**src/rtl/uart_tx_out_port_if.sv**
```systemverilog
// Processor-side bundle for the UART output port: output word in, status word and serial line out.
// master drives OutWord; slave (the port) drives StatusWord and TxD.
interface uart_tx_out_port_if #(
  parameter int dataW = 32
);
  logic [dataW-1:0] OutWord;
  logic [dataW-1:0] StatusWord;
  logic             TxD;

  modport master (
    output OutWord,
    input  StatusWord,
    input  TxD
  );

  modport slave (
    input  OutWord,
    output StatusWord,
    output TxD
  );
endinterface

```
**src/rtl/uart_tx_out_port.sv**
```systemverilog
// Toggle-triggered byte FIFO feeding an 8N1 UART transmitter, with polled status word.
// Define UART_TX_PARITY_EN to insert an even-parity bit between data and stop.
module uart_tx_out_port #(
  parameter int dataW     = 32,
  parameter int ClkPerBit = 868,
  parameter int FifoDepth = 8
) (
  input logic                clock,
  input logic                reset,
  uart_tx_out_port_if.slave  bus
);
  localparam int CW = $clog2(FifoDepth + 1);
  localparam int PW = $clog2(FifoDepth);
  localparam int TW = $clog2(ClkPerBit);

  typedef enum logic [2:0] {
    IDLE, START, DATA, PARITY, STOP
  } state_t;

  state_t         state_q, state_d;
  logic [TW-1:0]  timer_q, timer_d;
  logic [2:0]     bit_idx_q, bit_idx_d;
  logic [7:0]     shift_q, shift_d;
  logic           txd_q, txd_d;
  logic           prev_q, prev_d;
  logic           ovf_q, ovf_d;
  logic [CW-1:0]  cnt_q, cnt_d;
  logic [PW-1:0]  wr_q, wr_d;
  logic [PW-1:0]  rd_q, rd_d;
  logic [dataW-1:0] status_q, status_d;
  logic [7:0]     mem [FifoDepth];
`ifdef UART_TX_PARITY_EN
  logic           par_q, par_d;
`endif

  logic toggle, push, pop, full, accept, drop, tick;
  logic [7:0] head;
  logic unused_hi;

  assign unused_hi = ^bus.OutWord[dataW-1:10];
  assign toggle = bus.OutWord[8];
  assign head   = mem[rd_q];
  assign tick   = (timer_q == TW'(ClkPerBit - 1));

  // FIFO bookkeeping: toggle-edge push, pop on idle, sticky overflow
  always_comb begin
    push   = (toggle != prev_q);
    pop    = (state_q == IDLE) && (cnt_q != '0);
    full   = (cnt_q == CW'(FifoDepth));
    accept = push && (!full || pop);
    drop   = push && !accept;
    prev_d = toggle;
    ovf_d  = ovf_q;
    if (drop)
      ovf_d = 1'b1;
    else if (bus.OutWord[9])
      ovf_d = 1'b0;
    wr_d = accept ? wr_q + PW'(1) : wr_q;
    rd_d = pop ? rd_q + PW'(1) : rd_q;
    cnt_d = cnt_q;
    if (accept && !pop)
      cnt_d = cnt_q + CW'(1);
    else if (pop && !accept)
      cnt_d = cnt_q - CW'(1);
  end

  // serial framer: start, 8 data bits LSB first, optional parity, stop
  always_comb begin
    state_d   = state_q;
    timer_d   = timer_q;
    bit_idx_d = bit_idx_q;
    shift_d   = shift_q;
    txd_d     = txd_q;
`ifdef UART_TX_PARITY_EN
    par_d     = par_q;
`endif
    unique case (state_q)
      IDLE: begin
        txd_d = 1'b1;
        if (pop) begin
          shift_d   = head;
`ifdef UART_TX_PARITY_EN
          par_d     = ^head;
`endif
          timer_d   = '0;
          bit_idx_d = '0;
          state_d   = START;
          txd_d     = 1'b0;
        end
      end
      START: begin
        if (tick) begin
          timer_d = '0;
          state_d = DATA;
          txd_d   = shift_q[0];
        end else begin
          timer_d = timer_q + TW'(1);
        end
      end
      DATA: begin
        if (tick) begin
          timer_d = '0;
          if (bit_idx_q == 3'd7) begin
`ifdef UART_TX_PARITY_EN
            state_d = PARITY;
            txd_d   = par_q;
`else
            state_d = STOP;
            txd_d   = 1'b1;
`endif
          end else begin
            shift_d   = shift_q >> 1;
            bit_idx_d = bit_idx_q + 3'd1;
            txd_d     = shift_q[1];
          end
        end else begin
          timer_d = timer_q + TW'(1);
        end
      end
`ifdef UART_TX_PARITY_EN
      PARITY: begin
        if (tick) begin
          timer_d = '0;
          state_d = STOP;
          txd_d   = 1'b1;
        end else begin
          timer_d = timer_q + TW'(1);
        end
      end
`endif
      STOP: begin
        if (tick) begin
          timer_d = '0;
          state_d = IDLE;
          txd_d   = 1'b1;
        end else begin
          timer_d = timer_q + TW'(1);
        end
      end
      default: begin
        state_d = IDLE;
        txd_d   = 1'b1;
      end
    endcase
  end

  // status word reflects the post-edge FIFO and framer state
  always_comb begin
    status_d       = '0;
    status_d[0]    = (cnt_d == CW'(FifoDepth));
    status_d[1]    = (cnt_d == '0);
    status_d[2]    = (state_d != IDLE);
    status_d[3]    = ovf_d;
    status_d[15:8] = 8'(cnt_d);
  end

  // FIFO storage needs no reset; the pointers define validity
  always_ff @(posedge clock) begin
    if (accept)
      mem[wr_q] <= bus.OutWord[7:0];
  end

  // state registers
  always_ff @(posedge clock or posedge reset) begin
    if (reset) begin
      state_q   <= IDLE;
      timer_q   <= '0;
      bit_idx_q <= '0;
      shift_q   <= '0;
      txd_q     <= 1'b1;
      prev_q    <= 1'b0;
      ovf_q     <= 1'b0;
      cnt_q     <= '0;
      wr_q      <= '0;
      rd_q      <= '0;
      status_q  <= dataW'(2);
`ifdef UART_TX_PARITY_EN
      par_q     <= 1'b0;
`endif
    end else begin
      state_q   <= state_d;
      timer_q   <= timer_d;
      bit_idx_q <= bit_idx_d;
      shift_q   <= shift_d;
      txd_q     <= txd_d;
      prev_q    <= prev_d;
      ovf_q     <= ovf_d;
      cnt_q     <= cnt_d;
      wr_q      <= wr_d;
      rd_q      <= rd_d;
      status_q  <= status_d;
`ifdef UART_TX_PARITY_EN
      par_q     <= par_d;
`endif
    end
  end

  assign bus.StatusWord = status_q;
  assign bus.TxD        = txd_q;
endmodule
```
**src/flat_wrapper.sv**
```systemverilog
// flat-port wrapper written by rule: the top's interface ports become plain ports
module uart_tx_out_port_flat 
#(
  parameter int dataW     = 32,
  parameter int ClkPerBit = 868,
  parameter int FifoDepth = 8
)
  (clock, reset, bus_OutWord, bus_StatusWord, bus_TxD);
  uart_tx_out_port_if #(.dataW(dataW)) bus_i ();
  input logic clock;
  input logic reset;
  input wire logic [$bits(bus_i.OutWord)-1:0] bus_OutWord;
  output wire logic [$bits(bus_i.StatusWord)-1:0] bus_StatusWord;
  output wire logic [$bits(bus_i.TxD)-1:0] bus_TxD;
  assign bus_i.OutWord = bus_OutWord;
  assign bus_StatusWord = bus_i.StatusWord;
  assign bus_TxD = bus_i.TxD;
  uart_tx_out_port #(.dataW(dataW), .ClkPerBit(ClkPerBit), .FifoDepth(FifoDepth)) u_core (.clock(clock), .reset(reset), .bus(bus_i));
endmodule
```
**config.mk**
```make
export PLATFORM = sky130hd
export DESIGN_NAME = uart_tx_out_port_flat
export DESIGN_NICKNAME = d
export VERILOG_FILES = /design/src/rtl/uart_tx_out_port_if.sv /design/src/rtl/uart_tx_out_port.sv /design/src/flat_wrapper.sv
export SDC_FILE = /design/constraint.sdc
export NUM_CORES = 1
export LEC_CHECK = 0
export ABC_AREA = 1
export CAP_MARGIN = 30
export CORE_MARGIN = 3
export CORE_UTILIZATION = 59
export CTS_CLUSTER_DIAMETER = 30
export CTS_CLUSTER_SIZE = 24
export DETAILED_ROUTE_END_ITERATION = 16
export GPL_ROUTABILITY_DRIVEN = 0
export PLACE_DENSITY_LB_ADDON = 0.3
export SETUP_SLACK_MARGIN = 0.2
export SYNTH_ARGS = -nofsm -noshare
export SYNTH_HDL_FRONTEND = slang
export SYNTH_SLANG_ARGS = --single-unit
```
**constraint.sdc**
```tcl
create_clock -name clock -period 5.3 [get_ports clock]
set_clock_uncertainty 0.05 [all_clocks]
set_input_delay 0.53 -clock clock [delete_from_list [all_inputs] [get_ports clock]]
set_output_delay 0.53 -clock clock [all_outputs]
set_load 0.05 [all_outputs]
```
==> tab_implementation.tex <==
\begin{tabular}{lr}
\hline
Metric & Value \\
\hline
\multicolumn{2}{l}{\textbf{Timing}} \\
Tightest slew margin relative to the limit & 0.315 \\
Hold Slack & 0.434 ns \\
Min Tclk post-route & 2.50 ns \\
Worst Max-Slew Pin Slew & 1.03 ns \\
RSZ-0062 raised after global routing & false \\
Final-report max-slew violation count & 0 \\
\# setup viols final & 0 \\
Number of hold violations in the final report & 0 \\
Share of the cycle needed by the critical path after routing & 0.472 \\
Timing-limited maximum frequency & 0.399 GHz \\
Aggregate negative setup slack & 0 ns \\
\multicolumn{2}{l}{\textbf{Final layout}} \\
Sequential cell area & 2930 sq um \\
Diodes inserted & 0 \\
Total Nets Final & 564 \\
Share of final-layout standard cells stronger than drive strength 1 & 0.0852 \\
Final-layout fill cell count & 590 \\
Multi-input combinational cell area & 1670 sq um \\
Area growth from synthesis to final layout & 7.75\% \\
\multicolumn{2}{l}{\textbf{Worst setup path}} \\
Kind of capture point of the worst setup path & flip-flop \\
Cell depth of the worst flop-to-flop path & 6 \\
Destination of the critical timing path & u\_core.mem[4][4]\$\_DFFE\_PP\_ \\
Register-to-register setup slack & 2.88 ns \\
Worst Path Max Fanout & 8 \\
Cell with the biggest individual delay on the critical path & nor2\_1 \\
WP data arrival & 2.45 ns \\
Highest cell delay on the worst timing path & 0.60 ns \\
Most numerous cell on the critical path & nand2\_1 \\
Startpoint Class & primary input \\
Timing startpoint of the critical path & bus\_OutWord[8] \\
Type of the worst setup path & primary input to flip-flop \\
Worst endpoint required time & 5.24 ns \\
Capture point of the worst reg-to-reg path & u\_core.mem[4][4]\$\_DFFE\_PP\_ \\
Critical-path cell list & clkdlybuf4s50\_1 > inv\_1 > nand2\_1 > nand2\_1 > inv\_1 > nand2\_1 > or2\_2 > nor2\_1 \\
Worst reg2reg startpoint & u\_core.cnt\_q[0]\$\_DFF\_PP0\_ \\
\multicolumn{2}{l}{\textbf{Yosys}} \\
Post-synthesis async set-or-reset flop share & 0.385 \\
Yosys reg bits & 104 \\
Most instantiated library cell after synthesis & nand2\_1 \\
Synth Flop Type & edfxtp\_1 \\
Ranking of synthesized cells by area & edfxtp\_1 (39\%), dfrtp\_1 (19\%), nand2\_1 (10\%) \\
Count of flip-flops with a built-in enable after synthesis & 64 \\
Cell taking the most area after synthesis & edfxtp\_1 \\
Mean instance size in the synthesized netlist & 9.71 sq um \\
Total of warnings raised by yosys & 0 \\
Area fraction of the dominant cell type after synthesis & 0.391 \\
Number of standard cells after synthesis & 507 \\
List of most frequent post-synthesis cells & nand2\_1 (136), edfxtp\_1 (64), nand3\_1 (61), dfrtp\_1 (38), nor2\_1 (38) \\
Sequential-to-total area share from yosys stat & 0.594 \\
Cell area after synthesis & 4920 sq um \\
Distinct cells, synth & 33 \\
\multicolumn{2}{l}{\textbf{Floorplan}} \\
CORE AREA & 7930 sq um \\
Row Count & 32 \\
Height of the die & 97.3 um \\
Count of pins on the block boundary & 67 \\
Area of the die & 9470 sq um \\
Die Wd & 97.3 um \\
Starting density of the core & 0.621 \\
\multicolumn{2}{l}{\textbf{Run status}} \\
Outcome & finished, final reports clean \\
\multicolumn{2}{l}{\textbf{GRT}} \\
Initial antenna violation count & 0 \\
Largest net degree at the start of global routing & 41 \\
Vias in the first global route & 3154 \\
GRT Total Usage & 0.198 \\
Total grt overflow & 0 \\
Global-route wire length before repair & 15000 um \\
\multicolumn{2}{l}{\textbf{Place}} \\
Count of input and output buffers & 20 \\
Half-perimeter wire length of the detailed placement result & 6050 um \\
\multicolumn{2}{l}{\textbf{Run}} \\
Max-Cap Viols & 0 \\
\multicolumn{2}{l}{\textbf{Route}} \\
Count of TritonRoute iterations in the first routing pass & 4 \\
Antenna-violating nets left & 0 \\
Detailed router's first-iteration violation count & 235 \\
Average vias per placed instance & 5.40 \\
Total via count after detailed routing & 3405 \\
Final routed DRC violation total & 0 \\
Wirelength, routed & 9160 um \\
Per-cell routed wire length & 14.5 um \\
\multicolumn{2}{l}{\textbf{Pwr}} \\
Peak supply drop & 0.236 mV \\
Power Density & 373 nW/um\^{}2 \\
Leakage & 2.30 nW \\
\multicolumn{2}{l}{\textbf{CTS}} \\
Clock edge transition at the registers on the reported setup and hold paths & 0.09 ns \\
Post-cts sizing count & 0 \\
Clock latency reported for the late side of the worst-skew pair & 0.37 ns \\
CTS tree & done \\
Number of buffers inserted by post-CTS setup repair & 0 \\
Inserted Clock Buffers & 9 \\
Number of clock sinks & 104 \\
Number of H-tree branching levels & 3 \\
Bufs on Longest Clock Path & 2 \\
Hold-fix buffer count after cts & 0 \\
Clock root cell & clkbuf\_8 \\
\multicolumn{2}{l}{\textbf{Min path}} \\
Startpoint of the tightest hold check path & u\_core.shift\_q[3]\$\_DFFE\_PP0P\_ \\
Hold crit path type & flip-flop to flip-flop \\
\hline
\end{tabular}
==> per-stage QoR <==
stage          instances  cell area [sq um]  utilization  worst slack [ns]  power (mW)
2_1_floorplan        530               5010            -              2.91        1.37
3_5_place_dp         614               5090        0.642              2.35        1.48
4_1_cts              630               5300        0.669              2.72        1.99
5_1_grt              630               5300        0.669              2.62        2.07
6_report             630               5300        0.669              2.80        1.98
3_3_place_gp         614               5090        0.642              2.37        1.46
==> state kept, by name (all words and copies together), names as in the netlist <==
name and count:
u_core.shift_q 8, u_core.mem 64, u_core.rd_q 3, u_core.timer_q 10, u_core.prev_q 1, u_core.bit_idx_q 3
u_core.bus.StatusWord 4, u_core.wr_q 3, u_core.state_q 3, u_core.bus.TxD 1, u_core.cnt_q 4
==> power by group <==
part	total [mW]	switching [mW]	internal, mW
combinational	0.425	0.304	0.121
sequential	1.03	0.0521	0.978
clock	0.525	0.294	0.232
==> kinds of logic (layout without fill, tap and decap cells) <==
group	count (synthesis)	after routing	synth area share
other cells	1	24	0.000762
flops	104	104	0.594
fa+ha+maj	7	7	0.0178
xor+xnor	9	9	0.0160
buf+inv	80	78	0.0842
compound gates	33	33	0.0369
simple gates	273	273	0.250
==> worst min path at each step <==
| stage | end | cells past startpoint |
|---|---|---|
| floorplan | u_core.shift_q[7]$_DFFE_PP0P_ | 2 |
| global placement | u_core.shift_q[6]$_DFFE_PP0P_ | 2 |
| detailed placement | u_core.shift_q[3]$_DFFE_PP0P_ | 2 |
| CTS | u_core.shift_q[3]$_DFFE_PP0P_ | 2 |
| global route | u_core.shift_q[3]$_DFFE_PP0P_ | 2 |
| finish | u_core.shift_q[3]$_DFFE_PP0P_ | 2 |
==> area by class of cell <==
type	instances	area share
clock inverter	7	0.0175
timing repair buffer	22	0.0406
multi-input combinational	346	0.315
clock buffer	9	0.0234
tap	102	0.0241
sequential	104	0.552
inverter	40	0.0283
==> per-layer routing <==
metal  vias to the layer above  part of all wire  GRT usage
li1                       1675                 -          -
met3                        15             0.066     0.0503
met1                      1606              0.44      0.261
met5                         -                 0          0
met4                         0             0.012     0.0554
met2                       109              0.49      0.327
==> cell usage in the layout, fill, tap and decap left out, drive strengths merged, types with 7 or more instances in the layout <==
cell type      netlist  routed
nand3               64      64
conb                 1      24
inv                 39      43
or2                  7       7
o21ai               17      17
nand2              142     142
clkdlybuf4s50        0      20
nor2                41      41
edfxtp              64      64
nand4               15      15
xor2                 8       8
ha                   7       7
a21oi                9       9
dfrtp               38      38
clkbuf               6       9
==> worst max-delay path: cells and delay by family <==
kind	cells	cell delay, ns
buffers and inverters	3	0.71
AND/OR/NAND/NOR	5	1.20
Power figures use the tool's default switching activity.
